==> src/rtl/ccff_pkg.sv <==
// ccff_pkg: loader state encoding, default chain length and counter sizing helper.
// CCFF_LOADER_PROBE_EN adds the chain-integrity probe states.
package ccff_pkg;
  localparam int DEF_BITSTREAM_SIZE = 29696;
  typedef enum logic [2:0] {
    S_IDLE,
    S_FETCH,
    S_SHIFT,
    S_FINISH
`ifdef CCFF_LOADER_PROBE_EN
    ,
    S_PROBE,
    S_PCHECK
`endif
  } ccff_state_e;
  function automatic int ccff_min_cnt_w(input int n);
    return $clog2(n + 1);
  endfunction
  localparam int DEF_CNT_W = ccff_min_cnt_w(DEF_BITSTREAM_SIZE);
endpackage

==> src/rtl/ccff_serializer.sv <==
// ccff_serializer: word-wide MSB-first shift register with a per-word bit index.
module ccff_serializer #(
  parameter int WORD_W = 32
) (
  input  logic              clk_i,
  input  logic              rst_n_i,
  input  logic              load_i,
  input  logic [WORD_W-1:0] data_i,
  input  logic              shift_i,
  output logic              msb_o,
  output logic              last_o
);
  localparam int IW = WORD_W > 1 ? $clog2(WORD_W) : 1;
  logic [WORD_W-1:0] shreg_q;
  logic [IW-1:0]     idx_q;
  assign msb_o  = shreg_q[WORD_W-1];
  assign last_o = idx_q == '0;
  always_ff @(posedge clk_i)
    if (!rst_n_i) begin
      shreg_q <= '0;
      idx_q   <= '0;
    end else if (load_i) begin
      shreg_q <= data_i;
      idx_q   <= IW'(WORD_W - 1);
    end else if (shift_i) begin
      shreg_q <= shreg_q << 1;
      idx_q   <= idx_q - 1'b1;
    end
endmodule

==> src/rtl/ccff_loader.sv <==
// ccff_loader: fetches bitstream words and shifts them MSB-first into the configuration chain.
// Define CCFF_LOADER_PROBE_EN to run a one-hot chain-integrity probe before each load.
module ccff_loader
  import ccff_pkg::*;
#(
  parameter int BITSTREAM_SIZE = DEF_BITSTREAM_SIZE,
  parameter int WORD_W         = 32,
  parameter int CNT_W          = 16
) (
  input  logic              prog_clk,
  input  logic              pReset,
  input  logic              start,
  input  logic              word_valid,
  input  logic [WORD_W-1:0] word_data,
  output logic              word_ready,
  output logic              ccff_head,
  output logic              ccff_shift_en,
  input  logic              ccff_tail,
  output logic              busy,
  output logic              done,
  output logic              error,
  output logic [CNT_W-1:0]  bit_count
);
  localparam logic [CNT_W-1:0] N = CNT_W'(BITSTREAM_SIZE);
  if (CNT_W < ccff_min_cnt_w(BITSTREAM_SIZE)) begin : g_cnt_w_too_small
    $error("ccff_loader: CNT_W cannot hold BITSTREAM_SIZE");
  end
  ccff_state_e      state_q;
  logic             head_q, shift_en_q, busy_q, done_q, error_q, ser_msb, ser_last;
  logic [CNT_W-1:0] bit_count_q, bit_count_d;
  assign bit_count_d   = bit_count_q + 1'b1;
  assign word_ready    = state_q == S_FETCH && word_valid;
  assign ccff_head     = head_q;
  assign ccff_shift_en = shift_en_q;
  assign busy          = busy_q;
  assign done          = done_q;
  assign error         = error_q;
  assign bit_count     = bit_count_q;
  ccff_serializer #(.WORD_W(WORD_W)) u_ser (
    .clk_i  (prog_clk),
    .rst_n_i(pReset),
    .load_i (word_ready),
    .data_i (word_data),
    .shift_i(state_q == S_SHIFT),
    .msb_o  (ser_msb),
    .last_o (ser_last)
  );
`ifdef CCFF_LOADER_PROBE_EN
  // Shifts the fabric has already clocked in; the one just issued is still in flight.
  logic [CNT_W-1:0] captured;
  assign captured = bit_count_q - CNT_W'(shift_en_q);
`else
  logic unused_tail;
  assign unused_tail = ccff_tail;
`endif
  always_ff @(posedge prog_clk)
    if (!pReset) begin
      state_q     <= S_IDLE;
      head_q      <= 1'b0;
      shift_en_q  <= 1'b0;
      busy_q      <= 1'b0;
      done_q      <= 1'b0;
      error_q     <= 1'b0;
      bit_count_q <= '0;
    end else begin
      head_q     <= 1'b0;
      shift_en_q <= 1'b0;
      case (state_q)
        S_IDLE:
          if (start) begin
`ifdef CCFF_LOADER_PROBE_EN
            state_q <= S_PROBE;
`else
            state_q <= S_FETCH;
`endif
            busy_q      <= 1'b1;
            done_q      <= 1'b0;
            error_q     <= 1'b0;
            bit_count_q <= '0;
          end
        S_FETCH: if (word_valid) state_q <= S_SHIFT;
        S_SHIFT: begin
          head_q      <= ser_msb;
          shift_en_q  <= 1'b1;
          bit_count_q <= bit_count_d;
          state_q     <= bit_count_d == N ? S_FINISH : ser_last ? S_FETCH : S_SHIFT;
        end
        S_FINISH: begin
          done_q  <= 1'b1;
          busy_q  <= 1'b0;
          state_q <= S_IDLE;
        end
`ifdef CCFF_LOADER_PROBE_EN
        S_PROBE:
          if (captured != '0 && ccff_tail) begin
            error_q <= 1'b1;
            state_q <= S_FINISH;
          end else if (bit_count_q != N) begin
            head_q      <= bit_count_q == '0;
            shift_en_q  <= 1'b1;
            bit_count_q <= bit_count_d;
          end else state_q <= S_PCHECK;
        S_PCHECK:
          if (ccff_tail) begin
            bit_count_q <= '0;
            state_q     <= S_FETCH;
          end else begin
            error_q <= 1'b1;
            state_q <= S_FINISH;
          end
`endif
        default: state_q <= S_IDLE;
      endcase
    end
endmodule

==> config.mk <==
export PLATFORM = sky130hd
export DESIGN_NAME = ccff_loader
export DESIGN_NICKNAME = d
export VERILOG_FILES = /design/src/rtl/ccff_pkg.sv /design/src/rtl/ccff_serializer.sv /design/src/rtl/ccff_loader.sv
export SDC_FILE = /design/constraint.sdc
export NUM_CORES = 1
export LEC_CHECK = 0
export BUFFER_PORTS_ARGS = -buffer_cell sky130_fd_sc_hd__buf_2
export CORE_ASPECT_RATIO = 1.75
export CORE_MARGIN = 2
export CORE_UTILIZATION = 40
export CTS_CLUSTER_DIAMETER = 120
export DETAILED_ROUTE_END_ITERATION = 16
export PLACE_DENSITY_LB_ADDON = 0.25
export SETUP_SLACK_MARGIN = 0.4
export SLEW_MARGIN = 20
export SYNTH_ARGS = -nofsm -noshare
export SYNTH_HDL_FRONTEND = slang
export SYNTH_HIERARCHICAL = 1
export SYNTH_SLANG_ARGS = --single-unit
export TNS_END_PERCENT = 50
==> constraint.sdc <==
create_clock -name prog_clk -period 2.4 [get_ports prog_clk]
set_input_delay 0.12 -clock prog_clk [delete_from_list [all_inputs] [get_ports prog_clk]]
set_output_delay 0.12 -clock prog_clk [all_outputs]
set_load 0.02 [all_outputs]
# Word level (Yosys, flattened, before mapping)
# Cells that the tools add are included.
# word_totals
ff_bits	60
latchBits	0
ram_bits	0
romBits	0
input_bits	37
output_inout_bits	22
word_cells	42
mem_count	0
# op_classes
addsub	2
multipliers	0
div	0
n_lt_le_gt_ge	0
eq_ne	6
shift	0
mux	16
n_bitwise	0
n_reduce_logical	10
# op_table
op	count
32-bit two-way mux	2
16-bit one-hot mux with 2 select lines	1
16-bit by 1-bit adder with 16-bit output, second input constant	1
16-bit by 15-bit equality test with 1-bit output, second input constant	1
16-bit two-way mux	1
5-bit two-way mux	2
3-bit one-hot mux with 3 select lines	1
2-bit AND reduction	4
3-bit by 2-bit equality test with 1-bit output, second input constant	2
3-bit two-way mux	2
2-bit nonzero test	3
5-bit zero test	1
5-bit by 1-bit subtractor with 5-bit output, second input constant	1
2-bit two-way mux	2
2-bit != test, second input constant	2
1-bit one-hot mux with 2 select lines	2
3-bit by 1-bit equality test with 1-bit output, second input constant	1
3-bit zero test	1
1-bit two-way mux	3
1-bit logical AND	1

# Logic depth before layout (Yosys ltp)
# logic_depth
word_depth	4
depth_mapped	10
depth_no_buf	7

# Modules after synthesis
# The synthesis kept the hierarchy.
# modules_own_cells
module	n_inst	cells_per_inst	area_each_um2	seq_area_each_um2
ccff_serializer	1	197	1810.5	740.7
ccff_loader	1	179	1396.3	440.4

# Least setup slack after synthesis
# Ideal clock, no wire load.
# synth_timing
path_type	register to register
startpoint	register bit_count_q[1] (netlist: bit_count[1])
endpoint	register bit_count_q[10] (netlist: bit_count[10])
setup_ns	0.115
t_arrival_ns	1.983
t_required_ns	2.285
slack_ns	0.301
path_stages_with_launch	8
path_buffers	0
synth_period_minus_slack_ns	2.099
cell_sequence	dfxtp_1 -> ha_1 -> nand3_1 -> nor3_1 -> nand3_1 -> a21oi_1 -> nand2_1 -> and3_1
# synth_via
elab_chain_len	2
# synth_lines
element	line_no	rtl
start: declaration	ccff_loader.sv:30	logic [CNT_W-1:0] bit_count_q, bit_count_d;
start signal: assignment	ccff_loader.sv:85	bit_count_q <= bit_count_d;
16-bit by 1-bit adder with 16-bit output	ccff_loader.sv:31	assign bit_count_d = bit_count_q + 1'b1;
16-bit one-hot mux with 2 select lines	ccff_loader.sv:68	case (state_q)
# Every way passes these cells.
# A chain may end at the register's enable or synchronous reset.

# Worst setup path in the final report
# layout_timing
startpoint	register bit_count_q[11] (netlist: bit_count[11])
endpoint	register state_q[0]
# layout_via
elab_chain_len	4
# layout_lines
element	line_no	rtl
16-bit by 1-bit adder with 16-bit output	ccff_loader.sv:31	
16-bit by 15-bit equality test with 1-bit output	ccff_loader.sv:86	state_q <= bit_count_d == N ? S_FINISH : ser_last ? S_FETCH : S_SHIFT;
2-bit two-way mux	ccff_loader.sv:86	
3-bit one-hot mux with 3 select lines	ccff_loader.sv:68	
end signal: assignment	ccff_loader.sv:86	
end: declaration	ccff_loader.sv:28	ccff_state_e state_q;
# Every way passes these cells.

==> reports/results.txt <==
Initial antenna violation count: 0
Die W: 71.7 um
Post-synth EDFFs: 0
Clock Tree Root: clkbuf_16
Number of remaining DRC errors: 0
Largest net degree at the start of global routing: 60
Worst-case clock buffer depth: 2
Worst vdd ir: 0.446 mV
Seq/Total Area, Yosys: 36.8%
Met2 WL post-DR: 3520 um
CTS H-tree depth: 3
Wl on met1: 2860 um
Vias in the first global route: 2,539
Worst-Margin Slew: 613 ps
Critical-path top delay cell: dfxtp_2
DR pass1 iterations: 4
Worst path bufs/invs: 1
Setup violators final: 0
CP startpoint: bit_count[11]
Starting DRT DRC Count: 105
Finished Layout Cells: 517
Synth Warn #: 6
Worst flop-to-flop path startpoint: bit_count[11]
Unrepaired setup endpoints after global routing: no
Area Growth Syn to Fin: 18.6%
Total GRT Usage: 16.6%
Later-pin clock latency in the skew report: 320 ps
Final Slew Violations: 0
CP Max Fanout: 7
Overflow after GRT: 0
Async SR Flop Fraction: 0%
Post-route setup TNS: 0 ps
Max incr delay on CP: 390 ps
Via count: 2,737
CTS tree: built
Max Cap Viol: 0
Post-synth net total: 416
Clock sink total: 59
Leakage power: 0.00153 uW
Mapped Cells: 376
RePlAce Congestion: 0.839
DIE AREA: 8780 um2
CTS clk-pin slew, worst paths: 50 ps
Critical path endpoint category: flop
Top Layer Used: met4
Primary FF master, synth: dfxtp_1
First-pass GRT wire length: 11,500 um
Reg-to-reg setup timing slack: 560 ps
Status: finished clean
Hold Path Class: in -> reg
Critical Path, Cell by Cell: nand4_1 > buf_4 > or2_2 > xor2_1 > o22ai_1 > nand4_1 > o21ai_1
N_diodes: 0
Hold Path Origin: word_data[0]
Cts hold-fix bufs: 0
Final HPWL from detailed placement: 4810 um
Critical Path Source Type: flop
CTS Buf Count: 9
Number of distinct library cells after synthesis: 52
Worst slew margin: 59.2%
Dpl cells: 503
Post-Route Skew: 4.10 ps
Drt total wl: 6860 um
Data arrival, critical path: 2090 ps
Buffers on Ports: 56
Avg Inst Size Synth: 8.53 um2
Synth Register Bits: 59
Post-route ant nets: 0
PwrDens: 627 nW/um2
Nets: 465
Final Cycle Share: 76.7%
Share of layout cells above drive strength 1: 24.6%
CP top delay family: simple AND/OR/NAND/NOR gates
Core Area: 7860 um2
Min Tclk post-route: 1840 ps
Avg Vias per Cell: 5.29
I/O pins: 59
Worst Setup Path Type: reg -> reg
Routed wl met3: 304 um
Rows: 43
Achievable frequency: 543 MHz
Cell area after synthesis: 3210 um2
Data required time at the worst endpoint: 2650 ps
Hold Vio Cnt, Final: 0
Die height: 122 um
Initial Utilization: 40.8%
CP most frequent cell: nand4_1
WL/cell: 13.3 um
## layer usage
metal	global-route usage (%)	vias to the layer above
li1	-	1394
met1	18.6	1263
met2	28.3	67
met3	4.02	13
met4	9.32	0
met5	0	-
## worst paths after layout
kind	to	cells past startpoint
min	u_ser/shreg_q[0]	3
min reg2reg	ccff_head	1
max	state_q[0]	7
max reg2reg	state_q[0]	7
## metrics by stage
stage                     setup slack (ps)  hold slack, ps  util (%)  power, uW  cell area, um2
after floorplan                        428             242         -       1240            3210
after global placement                 411             386      44.6       1300            3500
after detailed placement               425             385      44.6       1300            3500
after CTS                              404            48.0      47.7       2420            3750
after global routing                   426            81.6      48.4       2500            3800
final                                  558            60.8      48.4       2380            3800
## cells by family after synthesis
kind of cell    count (synthesis)  synth area share (%)
simple gates                  149                  26.1
compound gates                 86                  15.8
flops                          59                  36.8
buf+inv                        38                  7.80
mux                            33                  10.3
xor+xnor                        7                  1.91
fa+ha+maj                       3                  1.17
other cells                     1                 0.117
## state kept, by name, indices dropped and copies added, names as in the netlist
register       flops
ccff_shift_en      1
busy               1
u_ser/idx_q        5
done               1
ccff_head          1
u_ser/shreg_q     32
bit_count         16
state_q            2
## synth_stat cells (5+ instances only)
cell,number,area share (%)
o21a_1,5,1.2
buf_4,6,1.4
nor3_1,12,1.9
o21ai_1,5,0.78
nor2b_1,8,1.6
inv_1,7,0.82
a21oi_1,11,1.7
clkbuf_1,13,1.5
nand3_1,7,1.1
and2_1,35,6.8
dfxtp_1,59,37
mux2i_1,33,10
nand2_1,50,5.9
nor2_1,10,1.2
o21ai_0,45,7.0
## worst min-delay path, delay by kind of cell
| kind | cells | cell delay (ps) |
|---|---|---|
| buf+inv | 1 | 80 |
| compound gates | 1 | 50 |
| simple gates | 1 | 90 |
## area by class of cell
type	instances	area, um2
fill	801	4050
inverter	7	28.8
sequential	59	1200
clock buffer	13	250
tap	90	113
multi-input combinational	279	1800
timing repair buffer	69	403
## timing repair
item                                    4_1_cts  5_1_grt
gates resized for setup                       0       18
endpoints found under the hold margin         0        0
endpoints found under the setup margin        0        6
setup buffers                                 0        1
## power breakdown
| group | leakage (uW) | internal, uW | total (uW) | switching, uW |
|---|---|---|---|---|
| sequential | 0.000485 | 1020 | 1050 | 29.9 |
| clock | 0.000122 | 707 | 1100 | 396 |
| combinational | 0.000922 | 110 | 233 | 123 |
## layout by cell type (no fill, tap or decap), types with 3 or more instances in the layout
master,instances
a21oi_1,11
a22oi_1,3
a31oi_1,4
and2_1,35
and3_1,3
buf_2,56
buf_4,11
clkbuf_1,3
clkbuf_16,9
dfxtp_1,49
dfxtp_2,6
dfxtp_4,4
inv_1,6
mux2i_1,33
nand2_1,50
nand3_1,7
nand4_1,4
nor2_1,9
nor2b_1,8
nor3_1,12
nor3b_1,3
o211a_1,3
o21a_1,5
o21ai_0,45
o21ai_1,5
xnor2_1,4
xor2_1,3
Power figures use the tool's default switching activity.
